--- src/rtl/aes_pkg.sv ---
// aes_pkg: shared round count, AES round-constant table and controller state type.
//   NUM_ROUNDS - expansion rounds per AES-128 schedule
//   NUM_KEYS   - stored round keys (round 0 plus one per round)
//   RCON       - round constants, indexed by round number 1..10 (other slots 0)
//   state_t    - controller FSM states
package aes_pkg;
   localparam int NUM_ROUNDS = 10;
   localparam int NUM_KEYS = NUM_ROUNDS + 1;
   localparam logic [7:0] RCON [0:15] = '{
      8'h00, 8'h01, 8'h02, 8'h04, 8'h08, 8'h10, 8'h20, 8'h40,
      8'h80, 8'h1b, 8'h36, 8'h00, 8'h00, 8'h00, 8'h00, 8'h00
   };
   typedef enum logic [1:0] {IDLE, ISSUE, WAIT, DONE} state_t;
endpackage

--- src/rtl/aes_key_sched_ctrl_if.sv ---
// aes_key_sched_ctrl_if: bundle of key intake, engine handshake, round-key read and status signals.
//   master - environment side (offers keys, acts as engine, issues reads)
//   slave  - controller side
interface aes_key_sched_ctrl_if;
   logic         key_valid;
   logic [127:0] key;
   logic         key_ready;
   logic         exp_in_valid;
   logic [127:0] exp_key;
   logic [7:0]   exp_rcon;
   logic         exp_out_valid;
   logic [127:0] exp_round_key;
   logic         rk_rd_en;
   logic [3:0]   rk_rd_idx;
   logic         rk_rd_valid;
   logic [127:0] rk_rd_data;
   logic         rk_rd_err;
   logic         sched_done;
   logic         sched_err;
   modport master (
      output key_valid, key, exp_out_valid, exp_round_key, rk_rd_en, rk_rd_idx,
      input  key_ready, exp_in_valid, exp_key, exp_rcon, rk_rd_valid, rk_rd_data,
             rk_rd_err, sched_done, sched_err
   );
   modport slave (
      input  key_valid, key, exp_out_valid, exp_round_key, rk_rd_en, rk_rd_idx,
      output key_ready, exp_in_valid, exp_key, exp_rcon, rk_rd_valid, rk_rd_data,
             rk_rd_err, sched_done, sched_err
   );
endinterface

--- src/rtl/aes_rk_regfile.sv ---
// aes_rk_regfile: 11x128 round-key storage, one write port, one registered read port.
//   clk, reset_n      - clock, asynchronous active-low reset (read register only)
//   wr_en_i/idx/data  - write port, entry updated at the clock edge
//   rd_en_i/rd_idx_i  - read request, index must be 0..10
//   rd_data_o         - read data, one cycle after the request; a same-cycle
//                       write to the same entry returns the old contents
module aes_rk_regfile
   import aes_pkg::*;
(
   input  logic         clk,
   input  logic         reset_n,
   input  logic         wr_en_i,
   input  logic [3:0]   wr_idx_i,
   input  logic [127:0] wr_data_i,
   input  logic         rd_en_i,
   input  logic [3:0]   rd_idx_i,
   output logic [127:0] rd_data_o
);
   logic [127:0] mem_q [NUM_KEYS];
   logic [127:0] rd_data_q;
   always_ff @(posedge clk) begin
      if (wr_en_i) mem_q[wr_idx_i] <= wr_data_i;
   end
   always_ff @(posedge clk or negedge reset_n) begin
      if (!reset_n) rd_data_q <= '0;
      else if (rd_en_i) rd_data_q <= mem_q[rd_idx_i];
   end
   assign rd_data_o = rd_data_q;
endmodule

--- src/rtl/aes_key_sched_ctrl.sv ---
// aes_key_sched_ctrl: drives an external AES-128 expansion engine through ten rounds and serves the round keys.
//   clk     - rising-edge clock
//   reset_n - asynchronous active-low reset
//   bus     - slave side of aes_key_sched_ctrl_if: key intake (key_valid/key/key_ready),
//             engine request (exp_in_valid/exp_key/exp_rcon) and result (exp_out_valid/
//             exp_round_key), round-key read (rk_rd_*), status (sched_done/sched_err)
// Build option KEY_SCHED_WATCHDOG_EN: per-round engine timeout of TIMEOUT_CYCLES
// WAIT cycles, which sets the sticky sched_err and returns to IDLE.
module aes_key_sched_ctrl
   import aes_pkg::*;
#(
   parameter int TIMEOUT_CYCLES = 16
) (
   input logic                 clk,
   input logic                 reset_n,
   aes_key_sched_ctrl_if.slave bus
);
   localparam logic [3:0] LAST = 4'(NUM_ROUNDS);
   state_t       state_q, state_d;
   logic [3:0]   round_q, round_d;
   logic [127:0] prev_q, prev_d;
   logic         rd_valid_q, rd_valid_d, rd_err_q, rd_err_d, rd_show_q, rd_show_d;
   logic         busy, accept, timeout, in_range, readable, collide;
   logic         wr_en;
   logic [3:0]   wr_idx;
   logic [127:0] wr_data, rf_data;
   assign busy = state_q == ISSUE || state_q == WAIT;
   assign accept = !busy && bus.key_valid;
   always_comb begin
      state_d = state_q;
      round_d = round_q;
      prev_d  = prev_q;
      wr_en   = 1'b0;
      wr_idx  = round_q;
      wr_data = bus.exp_round_key;
      case (state_q)
         IDLE, DONE: if (accept) begin
            state_d = ISSUE;
            round_d = 4'd1;
            prev_d  = bus.key;
            wr_en   = 1'b1;
            wr_idx  = '0;
            wr_data = bus.key;
         end
         ISSUE: state_d = WAIT;
         WAIT: if (bus.exp_out_valid) begin
            wr_en   = 1'b1;
            prev_d  = bus.exp_round_key;
            state_d = (round_q == LAST) ? DONE : ISSUE;
            round_d = (round_q == LAST) ? round_q : round_q + 4'd1;
         end else if (timeout) begin
            state_d = IDLE;
            round_d = '0;
         end
         default: state_d = IDLE;
      endcase
   end
   // Entries below the current round are final; everything is final in DONE.
   // A read that collides with the write of its own entry sees the old contents
   // but is still flagged as an error because the entry is not yet valid.
   assign in_range   = bus.rk_rd_idx <= LAST;
   assign readable   = in_range && (state_q == DONE || (busy && bus.rk_rd_idx < round_q));
   assign collide    = wr_en && bus.rk_rd_idx == wr_idx && !readable;
   assign rd_valid_d = bus.rk_rd_en && readable;
   assign rd_err_d   = bus.rk_rd_en && !readable;
   assign rd_show_d  = bus.rk_rd_en && (readable || collide);
   always_ff @(posedge clk or negedge reset_n) begin
      if (!reset_n) begin
         state_q    <= IDLE;
         round_q    <= '0;
         prev_q     <= '0;
         rd_valid_q <= 1'b0;
         rd_err_q   <= 1'b0;
         rd_show_q  <= 1'b0;
      end else begin
         state_q    <= state_d;
         round_q    <= round_d;
         prev_q     <= prev_d;
         rd_valid_q <= rd_valid_d;
         rd_err_q   <= rd_err_d;
         rd_show_q  <= rd_show_d;
      end
   end
   aes_rk_regfile u_rf (
      .clk       (clk),
      .reset_n   (reset_n),
      .wr_en_i   (wr_en),
      .wr_idx_i  (wr_idx),
      .wr_data_i (wr_data),
      .rd_en_i   (bus.rk_rd_en && in_range),
      .rd_idx_i  (bus.rk_rd_idx),
      .rd_data_o (rf_data)
   );
`ifdef KEY_SCHED_WATCHDOG_EN
   localparam int WDW = $clog2(TIMEOUT_CYCLES + 1);
   logic [WDW-1:0] wd_q, wd_d;
   logic           err_q, err_d;
   assign wd_d    = (state_q == WAIT) ? wd_q + 1'b1 : '0;
   assign timeout = state_q == WAIT && wd_q == WDW'(TIMEOUT_CYCLES - 1);
   assign err_d   = !accept && (err_q || (timeout && !bus.exp_out_valid));
   always_ff @(posedge clk or negedge reset_n) begin
      if (!reset_n) begin
         wd_q  <= '0;
         err_q <= 1'b0;
      end else begin
         wd_q  <= wd_d;
         err_q <= err_d;
      end
   end
   assign bus.sched_err = err_q;
`else
   logic unused_tmo;
   assign unused_tmo    = TIMEOUT_CYCLES[0];
   assign timeout       = 1'b0;
   assign bus.sched_err = 1'b0;
`endif
   assign bus.key_ready    = !busy;
   assign bus.exp_in_valid = state_q == ISSUE;
   assign bus.exp_key      = (state_q == ISSUE) ? prev_q : '0;
   assign bus.exp_rcon     = (state_q == ISSUE) ? RCON[round_q] : '0;
   assign bus.rk_rd_valid  = rd_valid_q;
   assign bus.rk_rd_err    = rd_err_q;
   assign bus.rk_rd_data   = rd_show_q ? rf_data : '0;
   assign bus.sched_done   = state_q == DONE;
endmodule
--- src/flat_wrapper.sv ---
// flat-port wrapper written by rule: the top's interface ports become plain ports
module aes_key_sched_ctrl_flat import aes_pkg::*;
#(
   parameter int TIMEOUT_CYCLES = 16
)
  (clk, reset_n, bus_key_valid, bus_key, bus_exp_out_valid, bus_exp_round_key, bus_rk_rd_en, bus_rk_rd_idx, bus_key_ready, bus_exp_in_valid, bus_exp_key, bus_exp_rcon, bus_rk_rd_valid, bus_rk_rd_data, bus_rk_rd_err, bus_sched_done, bus_sched_err);
  aes_key_sched_ctrl_if bus_i ();
  input logic clk;
  input logic reset_n;
  input wire logic [$bits(bus_i.key_valid)-1:0] bus_key_valid;
  input wire logic [$bits(bus_i.key)-1:0] bus_key;
  input wire logic [$bits(bus_i.exp_out_valid)-1:0] bus_exp_out_valid;
  input wire logic [$bits(bus_i.exp_round_key)-1:0] bus_exp_round_key;
  input wire logic [$bits(bus_i.rk_rd_en)-1:0] bus_rk_rd_en;
  input wire logic [$bits(bus_i.rk_rd_idx)-1:0] bus_rk_rd_idx;
  output wire logic [$bits(bus_i.key_ready)-1:0] bus_key_ready;
  output wire logic [$bits(bus_i.exp_in_valid)-1:0] bus_exp_in_valid;
  output wire logic [$bits(bus_i.exp_key)-1:0] bus_exp_key;
  output wire logic [$bits(bus_i.exp_rcon)-1:0] bus_exp_rcon;
  output wire logic [$bits(bus_i.rk_rd_valid)-1:0] bus_rk_rd_valid;
  output wire logic [$bits(bus_i.rk_rd_data)-1:0] bus_rk_rd_data;
  output wire logic [$bits(bus_i.rk_rd_err)-1:0] bus_rk_rd_err;
  output wire logic [$bits(bus_i.sched_done)-1:0] bus_sched_done;
  output wire logic [$bits(bus_i.sched_err)-1:0] bus_sched_err;
  assign bus_i.key_valid = bus_key_valid;
  assign bus_i.key = bus_key;
  assign bus_i.exp_out_valid = bus_exp_out_valid;
  assign bus_i.exp_round_key = bus_exp_round_key;
  assign bus_i.rk_rd_en = bus_rk_rd_en;
  assign bus_i.rk_rd_idx = bus_rk_rd_idx;
  assign bus_key_ready = bus_i.key_ready;
  assign bus_exp_in_valid = bus_i.exp_in_valid;
  assign bus_exp_key = bus_i.exp_key;
  assign bus_exp_rcon = bus_i.exp_rcon;
  assign bus_rk_rd_valid = bus_i.rk_rd_valid;
  assign bus_rk_rd_data = bus_i.rk_rd_data;
  assign bus_rk_rd_err = bus_i.rk_rd_err;
  assign bus_sched_done = bus_i.sched_done;
  assign bus_sched_err = bus_i.sched_err;
  aes_key_sched_ctrl #(.TIMEOUT_CYCLES(TIMEOUT_CYCLES)) u_core (.clk(clk), .reset_n(reset_n), .bus(bus_i));
endmodule
--- config.mk ---
export PLATFORM = sky130hd
export DESIGN_NAME = aes_key_sched_ctrl_flat
export DESIGN_NICKNAME = d
export VERILOG_FILES = /design/src/rtl/aes_pkg.sv /design/src/rtl/aes_key_sched_ctrl_if.sv /design/src/rtl/aes_rk_regfile.sv /design/src/rtl/aes_key_sched_ctrl.sv /design/src/flat_wrapper.sv
export SDC_FILE = /design/constraint.sdc
export NUM_CORES = 2
export LEC_CHECK = 0
export ABC_AREA = 1
export CAP_MARGIN = 20
export CORE_ASPECT_RATIO = 0.75
export CORE_MARGIN = 2
export CORE_UTILIZATION = 40
export CTS_CLUSTER_SIZE = 30
export DETAILED_ROUTE_END_ITERATION = 10
export PLACE_DENSITY = 0.59
export SKIP_CTS_REPAIR_TIMING = 1
export SLEW_MARGIN = 5
export SYNTH_ARGS = -nofsm -noshare
export SYNTH_HDL_FRONTEND = slang
export SYNTH_SLANG_ARGS = --single-unit
--- constraint.sdc ---
create_clock -name clk -period 23.7 [get_ports clk]
set_input_delay 3.555 -clock clk [delete_from_list [all_inputs] [get_ports clk]]
set_output_delay 3.555 -clock clk [all_outputs]
set_load 0.02 [all_outputs]
==> impl_results.md <==
* Outcome: complete, no violations
* Clock slew seen by the registers of the worst setup and hold paths at ~0.06 ns
* Placed cell count at 9,932
* Port Buf Inserts at roughly 530
* WL/cell at about 21 um
* Final hold vios at 0
* Clock skew at around 0.032 ns
* Worst-path fanout max at 66
* Clk_lat worst skew at about 0.8 ns
* Slew Viols, Final at 0
* Max stage delay on crit path at about 0.67 ns
* Yosys top cell by area: edfxtp_1
* Layout Cells excl Fill at roughly 10,000
* Area growth syn-to-layout at 17.6%
* Number of global-route vias before repair at approximately 51,000
* Die height at 373 um
* Routed via count at 52,091
* Die area at around 0.19 mm2
* Synth top area cells: edfxtp_1 (58%), nand2_1 (12%), dfrtp_1 (9.1%)
* Cts bufs inserted at 170
* Core area at approximately 0.18 mm2
* YS warnings at 0
* DRT iter0 DRCs at 5,223
* CP most frequent cell: buf_4
* Fin worst setup slack at 15.95 ns
* Clock tree buffer depth at 3
* Max Cap Viol at 0
* Die X at 496 um
* Commonest non-fill, non-tap cell in the layout: nand2_1
* GPL Wtd Cong at between 0.8 and 0.9
* Setup Crit Path Kind: reg2out
* Post-DP HPWL at roughly 120 mm
* Initial Util at 0.403
* Synthesized instance count at 7,358
* Sink Count at about 1,700
* Syn avg cell area at between 9 and 10 um2
* Sequential fraction of design power at 0.447
* PwrDens at 102 mW/mm2
* PnR Total Power at about 8.7 mW
* Synth Net Count at around 7,600
* Arrival time worst endpoint at approximately 4.2 ns
* Clock power frac at 0.313
* Largest net degree at the start of global routing at around 220
* DRC at 0
* Vias/cell at slightly above 5
* Slowest-stage cell, CP: buf_4
* Sequential share of the synthesized area at 0.673
* Htree depth at 4
* Static Leak at 36.2 nW
* Gr ovfl total at 0
* DR pass1 iterations at 6
* Filler cells at roughly 16,000
* Initial antenna violation count at 1
* Yosys top cell area share at 0.581
* Worst Tran Pin Value at around 1.2 ns
* Worst VDD drop at between 0.00007 and 0.00008 V
* GRT Util Overall at 0.228
* Total wire length at between 200 and 250 mm
* Synth Register Bits at ~1,700
* Ant diodes at 0
* Most frequent cells in the layout: nand2_1 (2,340), edfxtp_1 (1,408), inv_1 (1,045)
* Setup TNS at 0 ns
* Number of distinct library cells after synthesis at 23
* Sw Ratio at 0.317
* Combinational share of power at 0.240
* Max Freq at ~130 MHz
* Startpoint Class: flip-flop
* Crit path max-delay family: buffers and inverters
* Final worst-path cycle share at 0.327
* Worst path cell trace: inv_1 > ha_4 > buf_4 > buf_4 > o21ai_0 > nor2_1 > clkdlybuf4s50_1
* Worst Hold Class: reg2reg
* ANT nets after route at 0
* I/O Pins at approximately 540
* Crit path buffers/inverters at 4
* CTS tree: yes
* Post-layout minimum cycle time at between 7 and 8 ns
* Relative slew slack at 0.196
* Int Pwr at around 5.9 mW
* Sw power at roughly 2.8 mW
* Worst Setup End Kind: primary output
* RSZ-0062 raised after global routing: false
* # setup viols final at 0
* Final net count at about 8,000
* Req. time, crit path at 20.15 ns
* Post-Syn Area at between 0.07 and 0.08 mm2
* Cell Area, Placed at 0.0799 mm2
* Layout cells sized above 1 at 0.0452
* Fin area at 0.0855 mm2
* Post-place setup slack at ~16 ns
* Row cnt at 135
* First-pass GRT wire length at between 300 and 400 mm
* Clock root cell: clkbuf_16
-- worst paths after layout --
path                                                         from                                endpoint  slack, ns  cells past startpoint
setup reg to reg                    u_core.state_q[0]$_DFFE_PN0P_      u_core.u_rf.mem_q[2][48]$_DFFE_PP_      19.01                     10
setup / recovery                    u_core.state_q[1]$_DFFE_PN0P_                         bus_exp_rcon[2]      15.95                      7
min in group asynchronous                                 reset_n          u_core.prev_q[101]$_DFFE_PN0P_       2.83                      1
max in group asynchronous                                 reset_n   u_core.u_rf.rd_data_o[13]$_DFFE_PN0P_      18.84                      3
hold / removal             u_core.u_rf.rd_data_o[101]$_DFFE_PN0P_  u_core.u_rf.rd_data_o[101]$_DFFE_PN0P_       0.53                      2
hold reg to reg            u_core.u_rf.rd_data_o[101]$_DFFE_PN0P_  u_core.u_rf.rd_data_o[101]$_DFFE_PN0P_       0.53                      2
-- flip-flops by register name (all words and copies together), names as in the netlist --
signal                  flops
u_core.bus.rk_rd_err        1
u_core.u_rf.mem_q        1408
u_core.u_rf.rd_data_o     128
u_core.bus.rk_rd_valid      1
u_core.state_q              2
u_core.round_q              4
u_core.rd_show_q            1
u_core.prev_q             128
-- per-layer routing --
layer,up-vias,share of wire,global-route usage
li1,24571,-,-
met1,25327,0.43,0.314
met2,1893,0.48,0.376
met3,300,0.067,0.0360
met4,0,0.024,0.0625
met5,-,0,0
-- power groups by stage --
stage,combinational (mW),sequential [mW],clock (mW)
2_1_floorplan,1.17,3.92,0
3_3_place_gp,2.07,3.94,0
3_5_place_dp,2.10,3.95,0
4_1_cts,2.10,3.89,2.76
5_1_grt,2.27,3.92,2.87
6_report,2.09,3.89,2.72
-- synth_stat cells --
cell and instances:
nor3_1 6, inv_4 1, nand2_1 2340, nor2_1 403, nand2_2 2, inv_2 5, a21oi_1 389, buf_2 227
nand3_1 772, inv_1 1047, buf_4 10, conb_1 1, clkbuf_1 165, ha_1 13, edfxtp_1 1408, nand4_1 3
a31oi_1 128, o21ai_1 2, dfrtp_1 265, buf_6 7, o22ai_1 3, buf_1 20, o21ai_0 141
-- worst min-delay path, cell delays in order (launching register included) --
cell and delay, ns:
dfrtp_1 0.34, nor2_1 0.05, a21oi_1 0.10
-- layout make-up --
cell class / instances / area [um2] / share of cell area
clock buffer: 227 / 4690 / 0.0548
clock inverter: 91 / 893 / 0.0104
inverter: 1053 / 4000 / 0.0468
multi-input combinational: 4203 / 18000 / 0.210
sequential: 1673 / 48900 / 0.572
tap: 2397 / 3000 / 0.0351
timing repair buffer: 606 / 6020 / 0.0704
-- kinds of logic after synthesis --
kind of cell	Yosys count	synth area share
DFF	1673	0.673
buffers and inverters	1482	0.0817
and+or+nand+nor	3526	0.196
other	1	0.0000516
adders and majority gates	13	0.00224
AOI/OAI and AO/OA	663	0.0479
-- stage by stage --
| stage | hold slack [ns] | util |
|---|---|---|
| detailed placement | 0.518 | 0.443 |
| global route | 0.556 | 0.474 |
| finish | 0.528 | 0.474 |
| floorplan | 0.495 | - |
| global placement | 0.512 | 0.443 |
| CTS | 0.532 | 0.474 |
(Power assumes the default switching activity.)
